==> config.mk <==
export PLATFORM = sky130hd
export DESIGN_NAME = xnor_cmp_sched_flat
export DESIGN_NICKNAME = d
export VERILOG_FILES = /design/src/rtl/xnor_cmp_sched_pkg.sv /design/src/rtl/xnor_cmp_sched_if.sv /design/src/rtl/xnor_cmp_sched_rr_pick.sv /design/src/rtl/xnor_cmp_sched.sv /design/src/flat_wrapper.sv
export SDC_FILE = /design/constraint.sdc
export NUM_CORES = 1
export LEC_CHECK = 0
export ABC_AREA = 1
export CAP_MARGIN = 40
export CELL_PAD_IN_SITES_DETAIL_PLACEMENT = 1
export CELL_PAD_IN_SITES_GLOBAL_PLACEMENT = 1
export CORE_MARGIN = 8
export CORE_UTILIZATION = 33
export CTS_BUF_LIST = sky130_fd_sc_hd__clkbuf_16
export DETAILED_ROUTE_END_ITERATION = 6
export HOLD_SLACK_MARGIN = 0.1
export PLACE_DENSITY = 0.86
export REMOVE_ABC_BUFFERS = 1
export SLEW_MARGIN = 20
export SYNTH_ARGS = -nofsm -noshare
export SYNTH_HDL_FRONTEND = slang
export SYNTH_HIERARCHICAL = 1
export SYNTH_SLANG_ARGS = --single-unit
==> constraint.sdc <==
create_clock -name clk -period 2.28 [get_ports clk]
set_input_delay 0.228 -clock clk [delete_from_list [all_inputs] [get_ports clk]]
set_output_delay 0.228 -clock clk [all_outputs]
set_load 0.005 [all_outputs]
==> src/rtl/xnor_cmp_sched_pkg.sv <==
// xnor_ctrl_pkg: shared state encoding and width helpers for the XNOR compare scheduler
package xnor_ctrl_pkg;
  typedef enum logic [1:0] {IDLE = 2'd0, RUN = 2'd1, DONE = 2'd2} state_t;
  function automatic int clog2(input int v);
    int r = 0;
    while ((1 << r) < v) r++;
    return r;
  endfunction
  function automatic int cycles_of(input int w, input int l);
    return w / l;
  endfunction
  function automatic int idw_of(input int n);
    return clog2(n);
  endfunction
  function automatic int cw_of(input int w);
    return clog2(w + 1);
  endfunction
endpackage

==> src/rtl/xnor_cmp_sched_if.sv <==
// xnor_cmp_sched_if: requester-side request/operand bus and result bus of the scheduler
interface xnor_cmp_sched_if import xnor_ctrl_pkg::*; #(
  parameter int N_REQ = 4,
  parameter int WIDTH = 8
);
  localparam int IDW = idw_of(N_REQ);
  localparam int CW = cw_of(WIDTH);
  logic [N_REQ-1:0] req;
  logic [N_REQ*WIDTH-1:0] a_in;
  logic [N_REQ*WIDTH-1:0] b_in;
  logic [N_REQ-1:0] gnt;
  logic busy;
  logic res_valid;
  logic [IDW-1:0] res_id;
  logic [WIDTH-1:0] res_xnor;
  logic [CW-1:0] res_match;
  logic res_eq;
  modport master (
    output req, a_in, b_in,
    input gnt, busy, res_valid, res_id, res_xnor, res_match, res_eq
  );
  modport slave (
    input req, a_in, b_in,
    output gnt, busy, res_valid, res_id, res_xnor, res_match, res_eq
  );
endinterface

==> src/rtl/xnor_cmp_sched_rr_pick.sv <==
// rr_pick: combinational round-robin selector, first requester at or after ptr with wrap
module rr_pick #(
  parameter int N_REQ = 4,
  parameter int IDW = 2
) (
  input  logic [N_REQ-1:0] req,
  input  logic [IDW-1:0]   ptr,
  output logic             any_req,
  output logic [IDW-1:0]   sel_id
);
  logic [N_REQ-1:0] rot;
  logic [IDW-1:0] off;
  logic [IDW:0] sum;
  always_comb begin
    any_req = |req;
    rot = N_REQ'({req, req} >> ptr);
    off = '0;
    for (int i = N_REQ - 1; i >= 0; i--) off = rot[i] ? IDW'(i) : off;
    sum = {1'b0, ptr} + {1'b0, off};
    sel_id = IDW'(sum >= (IDW+1)'(N_REQ) ? sum - (IDW+1)'(N_REQ) : sum);
  end
endmodule

==> src/rtl/xnor_cmp_sched.sv <==
// xnor_cmp_sched: round-robin shared bit-sliced XNOR compare with popcount, LSB-first lanes
module xnor_cmp_sched import xnor_ctrl_pkg::*; #(
  parameter int N_REQ = 4,
  parameter int WIDTH = 8,
  parameter int LANES = 2
) (
  input logic clk,
  input logic rst,
  xnor_cmp_sched_if.slave bus
);
  localparam int CYCLES = cycles_of(WIDTH, LANES);
  localparam int IDW = idw_of(N_REQ);
  localparam int CW = cw_of(WIDTH);
  localparam int BW = cw_of(CYCLES);
  if (WIDTH % LANES != 0) begin : g_bad_lanes
    $error("WIDTH must be a multiple of LANES");
  end
  state_t state, state_n;
  logic [WIDTH-1:0] a_sh, b_sh, acc, acc_n;
  logic [CW-1:0] cnt, cnt_n, lane_cnt;
  logic [LANES-1:0] lane;
  logic [BW-1:0] beat;
  logic [IDW-1:0] ptr, id, sel_id;
  logic any_req, last;
  rr_pick #(.N_REQ(N_REQ), .IDW(IDW)) u_pick (
    .req(bus.req),
    .ptr(ptr),
    .any_req(any_req),
    .sel_id(sel_id)
  );
  always_comb begin
    lane = ~(a_sh[LANES-1:0] ^ b_sh[LANES-1:0]);
    lane_cnt = '0;
    for (int k = 0; k < LANES; k++) lane_cnt = lane_cnt + CW'(lane[k]);
    acc_n = acc | (WIDTH'(lane) << (int'(beat) * LANES));
    cnt_n = cnt + lane_cnt;
    last = beat == BW'(CYCLES - 1);
    state_n = state == IDLE ? (any_req ? RUN : IDLE) : state == RUN ? (last ? DONE : RUN) : IDLE;
  end
  always_ff @(posedge clk) begin
    if (rst) state <= IDLE;
    else state <= state_n;
  end
  assign bus.busy = state != IDLE;
  always_ff @(posedge clk) begin
    if (rst) begin
      a_sh <= '0;
      b_sh <= '0;
      acc <= '0;
      cnt <= '0;
      beat <= '0;
      id <= '0;
      ptr <= '0;
      bus.gnt <= '0;
      bus.res_valid <= 1'b0;
      bus.res_id <= '0;
      bus.res_xnor <= '0;
      bus.res_match <= '0;
      bus.res_eq <= 1'b0;
    end else begin
      bus.gnt <= '0;
      bus.res_valid <= 1'b0;
      if (state == IDLE && any_req) begin
        a_sh <= WIDTH'(bus.a_in >> (int'(sel_id) * WIDTH));
        b_sh <= WIDTH'(bus.b_in >> (int'(sel_id) * WIDTH));
        id <= sel_id;
        beat <= '0;
        acc <= '0;
        cnt <= '0;
        bus.gnt <= N_REQ'(1) << sel_id;
      end
      if (state == RUN) begin
        a_sh <= a_sh >> LANES;
        b_sh <= b_sh >> LANES;
        acc <= acc_n;
        cnt <= cnt_n;
        beat <= beat + 1'b1;
        if (last) begin
          bus.res_valid <= 1'b1;
          bus.res_id <= id;
          bus.res_xnor <= acc_n;
          bus.res_match <= cnt_n;
          bus.res_eq <= cnt_n == CW'(WIDTH);
        end
      end
      if (state == DONE) ptr <= id == IDW'(N_REQ - 1) ? '0 : id + 1'b1;
    end
  end
endmodule

==> src/flat_wrapper.sv <==
// flat-port wrapper written by rule: the top's interface ports become plain ports
module xnor_cmp_sched_flat import xnor_ctrl_pkg::*;
#(
  parameter int N_REQ = 4,
  parameter int WIDTH = 8,
  parameter int LANES = 2
)
  (clk, rst, bus_req, bus_a_in, bus_b_in, bus_gnt, bus_busy, bus_res_valid, bus_res_id, bus_res_xnor, bus_res_match, bus_res_eq);
  xnor_cmp_sched_if #(.N_REQ(N_REQ), .WIDTH(WIDTH)) bus_i ();
  input logic clk;
  input logic rst;
  input wire logic [$bits(bus_i.req)-1:0] bus_req;
  input wire logic [$bits(bus_i.a_in)-1:0] bus_a_in;
  input wire logic [$bits(bus_i.b_in)-1:0] bus_b_in;
  output wire logic [$bits(bus_i.gnt)-1:0] bus_gnt;
  output wire logic [$bits(bus_i.busy)-1:0] bus_busy;
  output wire logic [$bits(bus_i.res_valid)-1:0] bus_res_valid;
  output wire logic [$bits(bus_i.res_id)-1:0] bus_res_id;
  output wire logic [$bits(bus_i.res_xnor)-1:0] bus_res_xnor;
  output wire logic [$bits(bus_i.res_match)-1:0] bus_res_match;
  output wire logic [$bits(bus_i.res_eq)-1:0] bus_res_eq;
  assign bus_i.req = bus_req;
  assign bus_i.a_in = bus_a_in;
  assign bus_i.b_in = bus_b_in;
  assign bus_gnt = bus_i.gnt;
  assign bus_busy = bus_i.busy;
  assign bus_res_valid = bus_i.res_valid;
  assign bus_res_id = bus_i.res_id;
  assign bus_res_xnor = bus_i.res_xnor;
  assign bus_res_match = bus_i.res_match;
  assign bus_res_eq = bus_i.res_eq;
  xnor_cmp_sched #(.N_REQ(N_REQ), .WIDTH(WIDTH), .LANES(LANES)) u_core (.clk(clk), .rst(rst), .bus(bus_i));
endmodule
==> metrics.md, run 1 <==
| Metric | Value |
|---|---|
| Status | complete, but fails checks |
| Failing checks | setup timing |
| Post-synthesis register bit count | 57 |
| First-pass GRT wire length | 16900 um |
| Fmax | 0.420 GHz |
| DIE AREA | between 10000 and 15000 um^2 |
| DRC viols | 0 |
| Worst-Skew Late Latency | 330 ps |
| Final worst slack | -103 ps |
| Final Power | ~3.2 mW |
| Unrepaired setup endpoints after global routing | yes |
| Initial antenna violation count | 0 |
| Initial core utilization | 0.336 |
| Final setup fails | 7 |
| Clock Tree Buf Depth | 2 |
| Gpl congestion | ~0.76 |
| Port buffer count | 90 |
| PwrDens | 665 nW/um^2 |
| Die width | 112 um |
| Largest net degree at the start of global routing | 35 |
| Req. time, crit path | around 2600 ps |
| Yosys cell types | 32 |
| Worst-path clk slew | 50 ps |
| Via Count | 3485 |
| Vias in the first global route | around 3600 |
| Total track usage | 0.163 |
| Setup crit start kind | register |
| Setup Skew | 8.80 ps |
| Worst hold path class | reg2reg |
| WHS Path Cells | 2 |
| Mapped Cells | 458 |
| Mapped cell area | 3060 um^2 |
| Detailed placer's ending HPWL | 7470 um |
| Final Max Tran Viols | 0 |
| CTS tree | yes |
| Worst EP arrival | ~2700 ps |
| DP Area | just over 4000 um^2 |
| Share of cells above drive strength 1 | 0.172 |
| Grt total ovfl | 0 |
| Area occupied by multi-input gates | 1800 um^2 |
| Core Box Area | 9110 um^2 |
| Antenna viol nets, final | 0 |
| Cells on worst reg2reg path | 17 |
| Sequential standard cell area | approximately 1100 um^2 |
| Hold buffer count at cts | 0 |
| Max Cap Viol | 0 |
| Synth warn | 6 |
| CTS Buf Count | 9 |
| Die Y | 112 um |
| H-tree levels | 3 |
| Worst-Margin Slew | 577 ps |
| Synth Flop Type | dfxtp_1 |
| Post-synth EDFFs | 0 |
| DR pass1 iterations | 4 |
| Num rows | 35 |
| Final hold violations | 0 |
| Area Overhead vs Synth | 55.7% |
| N_diodes | 0 |
| Via/cell ratio | 5.17 |
| Peak supply drop | 0.380 mV |
| Period utilization | 1.05 |
| Crit. End Element | register |
| Seq/Total Area, Yosys | 0.373 |
| Fillers | 1141 |
| Top Ports | a little over 90 |
| Final instance area | 4770 um^2 |
| Final wirelength | 11400 um |
| DRT iter0 DRCs | ~160 |
| Nets | about 640 |
| Slew HR | 0.615 |
| Syn Area/Cell | 6.69 um^2 |
| CTS root buf | clkbuf_16 |
| Fin crit period | 2380 ps |
| Post-synth ARST share | 0 |
| CP Max Fanout | 8 |
| Clk sink count | 57 |
| Kind of critical path | reg2reg |
| Routed wire per std cell | between 15 and 20 um |
| LEAKAGE | 2.04 nW |
final cells by class:
cell class                      instances  area share
Inverter                               56      0.0451
Clock inverter                          6      0.0108
Sequential cell                        57       0.241
Timing Repair Buffer                  114       0.250
Tap cell                              111      0.0291
Clock buffer                            9      0.0472
Multi-Input combinational cell        321       0.377
layer usage:
layer  up-vias  GRT usage  share of wire
met3        21     0.0349          0.039
met4         0     0.0656          0.027
met2        89      0.295           0.52
met5         -          0              0
li1       1685          -              -
met1      1690      0.181           0.42
critical path, cell delays in order, from the launching register on:
cell	delay [ps]
dfxtp_4	380
inv_2	110
nand3_2	110
nand2_2	100
nand3_2	90
a21boi_2	140
ha_2	200
xor2_2	180
inv_1	80
nand3_2	100
nand2_4	110
buf_4	160
buf_6	130
nor2_1	90
o21ai_1	70
o211ai_1	120
nand2_1	100
inv_1	60
cell usage after synthesis, types with 2 or more instances:
cell type	number	area (um^2)
buf_2	9	45.0
o21ai_0	34	170
o21a_1	8	60.1
clkbuf_1	6	22.5
o211ai_1	4	30.0
inv_2	8	30.0
dfxtp_1	57	1140
a21oi_1	26	130
ha_1	5	62.6
inv_1	48	180
nor2_1	79	297
nand3_1	33	165
buf_4	7	52.6
nand2_1	86	323
a22oi_1	14	105
o21ai_1	15	75.1
nand2_2	2	12.5
xnor2_1	3	26.3
state kept, by name, summed over array words and instances (netlist names):
signal and flops:
u_core/bus.res_eq 1, u_core/cnt 4, u_core/bus.res_id 2, u_core/acc 8, u_core/b_sh 8, u_core/bus.res_match 4
u_core/a_sh 8, u_core/state 2, u_core/bus.res_xnor 8, u_core/id 2, u_core/beat 3, u_core/bus.gnt 4
u_core/ptr 2, u_core/bus.res_valid 1
cell usage in the layout (no fill, tap or decap), types with 2 or more instances in the layout:
cell	Yosys	final
buf_12	0	4
nand2_4	0	3
buf_6	1	2
nand2_2	2	11
buf_4	7	15
nand3_2	1	8
dfxtp_1	57	55
dfxtp_4	0	2
nand2_1	86	74
clkinv_2	0	2
o21ai_1	15	17
ha_1	5	4
clkinv_1	0	2
inv_2	8	7
xnor2_1	3	3
a22oi_1	14	14
o21ai_0	34	26
a21oi_2	0	7
o21ai_2	0	6
o211ai_1	4	4
a21oi_1	26	19
clkdlybuf4s50_1	0	89
inv_1	48	49
clkbuf_16	0	12
nor2_1	79	68
o21a_1	8	8
nor2_4	1	11
nand3_1	33	26
through the flow:
step                       util  hold WS [ps]  worst slack [ps]  TNS [ps]  std cells
after floorplan               -           297              -191     -2110        434
after global placement    0.454           452             -87.6      -996        651
after detailed placement  0.454           469              -296     -3990        651
after CTS                 0.485           478              8.33         0        666
after global routing      0.523           506              -244     -2900        674
final                     0.523           478              -103      -276        674
where the power goes:
group	internal [mW]	total, mW	switching, mW
logic	0.355	0.790	0.435
clock network	0.821	1.26	0.439
registers	1.07	1.12	0.0525
total	2.24	3.17	0.926
repair_timing:
action,in CTS,in global routing
cloned,0,4
setup endpoints to repair,16,17
resized for setup,3,72
buffers inserted,0,4
pin swaps,0,33
worst paths after layout:
path,from,to,slack [ps]
hold reg to reg,u_core/acc[7],u_core/acc[7],480
setup reg to reg,u_core/ptr[1],u_core/b_sh[7],-100
hold / removal,u_core/acc[7],u_core/acc[7],480
setup / recovery,u_core/ptr[1],u_core/b_sh[7],-100
kinds of logic (layout without fill, tap and decap cells):
group           count (synthesis)  in the layout  synth area share
fa+ha+maj                       6              6            0.0270
compound gates                106            106             0.202
simple gates                  205            205             0.274
buf+inv                        80            185             0.113
xor+xnor                        4              4            0.0114
flops                          57             57             0.373
No activity file was read; power rests on OpenSTA's default activity.
==> run 2, diff against run 1 <==
Settings changed: CTS_CLUSTER_SIZE from default to 20.
==> results of run 2 <==
The final DEF is identical to that of run 1; final timing and power are the same.
==> run 3, diff against run 2 <==
Settings changed: CORE_MARGIN 8 to default, MAX_ROUTING_LAYER from default to met4, TNS_END_PERCENT from default to 1.
==> run 3 against run 2 <==
Net effect: the run ends with DRC, setup timing left; largest cell class unchanged; sequential share of layout area increased by 0.35 points; maximum frequency rose by 1.6%; via count fell by 1.9%; first-iteration DRC count down 17%; highest routed layer unchanged.
==> metrics.md, run 3 (synthesized netlist as in run 1, its figures left out) <==
| Metric | Value |
|---|---|
| Initial antenna violation count | 0 |
| CP Max Fanout | 8 |
| Core Box Area | 8850 um^2 |
| DP Area | 4080 um^2 |
| Port buffer count | 90 |
| Clock share of power | 0.375 |
| Status | complete, but fails checks |
| Nets | 632 |
| Grt total ovfl | 0 |
| Largest net degree at the start of global routing | 39 |
| Most frequent cells in the layout | clkdlybuf4s50_1, nand2_1, nor2_1 |
| DIE AREA | 9670 um^2 |
| Worst Path Buf+Inv | 3 |
| Crit. End Element | register |
| H-tree levels | 3 |
| Total track usage | 0.221 |
| Die width | between 90 and 100 um |
| Fmax | 0.427 GHz |
| Failing checks | DRC, setup timing |
| DR pass1 iterations | 7 |
| First-pass GRT wire length | 16500 um |
| Peak supply drop | just over 0.3 mV |
| Final setup fails | 10 |
| Routed wire per std cell | 15.9 um |
| Vias in the first global route | between 3000 and 4000 |
| Area Overhead vs Synth | 53.1% |
| N_diodes | 0 |
| Worst EP arrival | 2590 ps |
| Kind of critical path | in2reg |
| Worst-path clk slew | 50 ps |
| Die Y | 98.3 um |
| LEAKAGE | 2.03 nW |
| Comb power frac | 0.254 |
| Clk sink count | 57 |
| Fin crit period | 2340 ps |
| Critical path, cell by cell | clkdlybuf4s50_1 > nand2_1 > nand3_2 > nand2_2 > nand3_2 > a21boi_2 > ha_2 > xor2_2 > inv_1 > nand3_2 > nand2_8 > buf_16 > nor2_2 > nand2_1 > o21ai_1 > nand2_1 > a21oi_1 |
| Top cell family by delay on the critical path | simple AND/OR/NAND/NOR gates |
| Final hold violations | 0 |
| Net switching power | 0.906 mW |
| Final wirelength | between 10000 and 15000 um |
| Worst-Margin Slew | 578 ps |
| Final worst slack | -64.5 ps |
| Final Max Tran Viols | 0 |
| Num rows | 34 |
| Max stage delay on crit path | 470 ps |
| Setup Skew | 6.00 ps |
| CTS Buf Count | 9 |
| PwrDens | 646 nW/um^2 |
| Commonest non-fill, non-tap cell in the layout | clkdlybuf4s50_1 |
| Cell internal pwr | 2.13 mW |
| Antenna viol nets, final | 0 |
| CTS tree | yes |
| Req. time, crit path | between 2000 and 3000 ps |
| Fillers | around 1100 |
| Setup crit start kind | primary input |
| Final instance area | 4690 um^2 |
| Period utilization | 1.03 |
| Clock Tree Buf Depth | 2 |
| Hold buffer count at cts | 0 |
| DRC viols | 4 |
| Dpl ws | -294 ps |
| DRT iter0 DRCs | 134 |
| CTS root buf | clkbuf_16 |
| Share of cells above drive strength 1 | 0.153 |
| Seq pwr share | 0.370 |
| Sw Share | 0.299 |
| Slew HR | 0.614 |
| Top Ports | 91 |
| Worst hold path class | reg2reg |
| Placed insts | 643 |
| Via Count | between 3000 and 4000 |
| Non-Filler Instances | 669 |
| Hold Slack | 470 ps |
| Unrepaired setup endpoints after global routing | yes |
| Via/cell ratio | 5.11 |
| Initial core utilization | 0.346 |
| Worst-Skew Late Latency | 310 ps |
| Gpl congestion | 0.757 |
| Detailed placer's ending HPWL | slightly below 7000 um |
| Max Cap Viol | 0 |
| CP max stage cell | clkdlybuf4s50_1 |
## run 3: changes by cell type in the layout (fill, tap and decap cells not counted), moves of 2 or more
cell     change
nor2_4       -6
nor2_2       +5
nand2_2      -3
o21ai_0      +3
o21ai_2      -3
buf_16       +2
buf_4        -2
nand2_1      +2
nand3_2      -2
## run 3: worst paths after layout
check                startpoint             end  slack [ps]  cells after the start
hold / removal    u_core/acc[7]   u_core/acc[7]         470                      2
setup / recovery     bus_req[3]  u_core/a_sh[5]         -60                     17
setup reg to reg  u_core/ptr[1]  u_core/b_sh[5]         -60                     14
hold reg to reg   u_core/acc[7]   u_core/acc[7]         470                      2
## run 3: area by class of cell
type	instances	area [um^2]	share of cell area
clock inverters	7	30.0	0.00640
inverters	56	215	0.0459
flip-flops and latches	57	1150	0.244
clock buffers	9	225	0.0480
repair buffers	111	1180	0.252
multi-input cells	321	1760	0.375
well taps	108	135	0.0288
## run 3: through the flow
stage / TNS (ps) / utilization / power, mW
after floorplan: -2110 / - / 1.50
after global placement: -1090 / 0.461 / 1.78
after detailed placement: -4330 / 0.461 / 1.82
after CTS: -6.14 / 0.505 / 3.00
after global routing: -2970 / 0.530 / 3.19
final: -347 / 0.530 / 3.03
## run 3: what timing repair did
action	CTS	global route
endpoints found under the setup margin	18	21
cloned	2	2
buffers inserted	4	2
pin swaps	9	26
resized for setup	15	48
## run 3: power by group through the flow
stage / clock network (mW) / registers [mW] / logic [mW]
after floorplan: 0 / 1.13 / 0.370
after global placement: 0 / 1.13 / 0.645
after detailed placement: 0 / 1.14 / 0.677
after CTS: 1.16 / 1.12 / 0.716
after global routing: 1.21 / 1.13 / 0.848
final: 1.14 / 1.12 / 0.772
## run 3: tightest hold or removal path: stages, from the launching register on
cell	delay [ps]
dfxtp_1	290
inv_1	70
a21oi_1	60
## run 3: layer usage
metal  share of wire  up-vias  GRT usage
met1            0.40     1640      0.232
li1                -     1677          -
met4           0.012        0     0.0873
met5               0        -          -
met3           0.035       17     0.0251
met2            0.55       86      0.419
==> variant, RTL diff (settings of run 3) <==
The 3 states of `state_t` get a one-hot encoding in 3 bits.
--- a/src/rtl/xnor_cmp_sched_pkg.sv
+++ b/src/rtl/xnor_cmp_sched_pkg.sv
@@ -1,5 +1,5 @@
 // xnor_ctrl_pkg: shared state encoding and width helpers for the XNOR compare scheduler
 package xnor_ctrl_pkg;
-  typedef enum logic [1:0] {IDLE = 2'd0, RUN = 2'd1, DONE = 2'd2} state_t;
+  typedef enum logic [2:0] {IDLE = 3'b001, RUN = 3'b010, DONE = 3'b100} state_t;
   function automatic int clog2(input int v);
     int r = 0;
Check against the original RTL: no difference found for any inputs over 10 cycles, from zero or initial values and one cycle with rst high; not proved beyond that.
==> variant against run 3 <==
  * The run ends with negative setup slack left
  * Area after synthesis grew 6.0%
  * Total power down 6.0%
  * Routed wire length up 4.2%
  * Setup slack improved by 0.014 ns
  * Sequential cell count increased by 1
  * Fmax rose by 0.62%
  * Cell area up 2.2%
  * Non-clock buffer count is 2 lower
  * Largest cell class unchanged
==> variant: results (changes against run 3) <==
Placed design
  – Placed Cells: 734 (was 643)
  – Dpl cell area: 0.00433 mm² (was 0.00408 mm²)
  – Detail Placement HPWL: 7.44 mm (was 6.74 mm)
  – Worst slack at placement: -0.353 ns (was -0.294 ns)
  – Gp weighted congestion: 0.782 (was 0.757)

Logic synthesis
  – Syn avg cell area: 6.21 µm² (was 6.69 µm²)
  – Synth top area cells: dfxtp_1, nand2_1, nand3_1 (was dfxtp_1, nand2_1, nor2_1)
  – Register area share after synthesis: 0.358 (was 0.373)
  – Adder-cell area share of the yosys netlist: 0.0254 (was 0.0270)
  – Synth top cells by count: nand2_1, inv_1, nand3_1 (was nand2_1, nor2_1, dfxtp_1)
  – Count of different cell masters after synthesis: 28 (was 32)
  – Post-Syn Area: 0.00325 mm² (was 0.00306 mm²)
  – XOR/XNOR Fraction of Synth Area: 0.00810 (was 0.0114)

Status
  – Failing checks: negative setup slack (was design-rule violations, negative setup slack)
  – Outcome: finished, violations left (unchanged)

Cells and area
  – Non-clock buffers, area share: 0.228 (was 0.252)
  – Multi-input gate share of total cell area: 0.368 (was 0.375)
  – Nonclk inv count: 94 (was 56)
  – Clock buf/inv share: 0.0501 (was 0.0544)
  – Final nets: 699 (was 632)
  – Register Area: 0.00117 mm² (was 0.00115 mm²)
  – Layout cells sized above 1: 0.118 (was 0.153)
  – Util after Layout: 0.512 (was 0.530)
  – Count of multi-input gates: 351 (was 321)
  – Fillcell total: 1226 (was 1113)

Detailed routing
  – M1 WL: 4.49 mm (was 4.29 mm)
  – DR pass1 iterations: 4 (was 7)
  – Vias per cell: 4.96 (was 5.11)
  – Starting DRC count in detailed routing: 167 (was 134)
  – DRT Wirelength: 11.1 mm (was 10.6 mm)
  – Met2 Wirelength: 5.92 mm (was 5.85 mm)
  – Detailed-route via count: 3740 (was 3420)

Clocking
  – CTS resizes: 14 (was 15)
  – Num CTS Buffers: 9 (unchanged)
  – Setup bufs post-CTS: 2 (was 4)

Timing
  – Relative slew slack: 0.656 (was 0.614)
  – Tightest Pin Transition: 0.516 ns (was 0.578 ns)
  – Setup TNS: -0.0841 ns (was -0.347 ns)
  – Final WS setup: -0.0500 ns (was -0.0645 ns)
  – Final setup viols: 4 (was 10)

Global route
  – Vias in the first global route: 3968 (was 3565)
  – GRT Util Overall: 0.233 (was 0.221)
  – Initial antenna violation count: 0 (unchanged)
  – Largest net degree at the start of global routing: 35 (was 39)
  – First-pass GRT wire length: 18.1 mm (was 16.5 mm)

Setup path
  – CP arrival: 2.55 ns (was 2.59 ns)
  – CP max FO: 7 (was 8)

Power and ir drop
  – Lkg Pwr: 2.38 nW (was 2.03 nW)
## variant: path summary, 6_finish.rpt
kind,start,to,slack [ns],depth (start not counted)
setup / recovery,bus_req[3],u_core/a_sh[0]$_SDFFE_PP0P_,-0.05,17
setup reg to reg,u_core/ptr[0]$_SDFFE_PP0N_,u_core/a_sh[0]$_SDFFE_PP0P_,-0.05,17
hold reg to reg,u_core/acc[3]$_SDFFE_PP0P_,u_core/acc[3]$_SDFFE_PP0P_,0.47,2
hold / removal,u_core/acc[3]$_SDFFE_PP0P_,u_core/acc[3]$_SDFFE_PP0P_,0.47,2
## variant: metal layers
layer / global-route usage / vias to the layer above
met1: 0.250 / 1789
met2: 0.426 / 101
li1: - / 1822
met5: - / -
met3: 0.0428 / 28
met4: 0.0881 / 0
## variant: report_power, final
| group | leakage [nW] | switching, mW | internal [mW] |
|---|---|---|---|
| clock | 0.125 | 0.429 | 0.698 |
| combinational | 1.79 | 0.340 | 0.282 |
| sequential | 0.473 | 0.0351 | 1.07 |
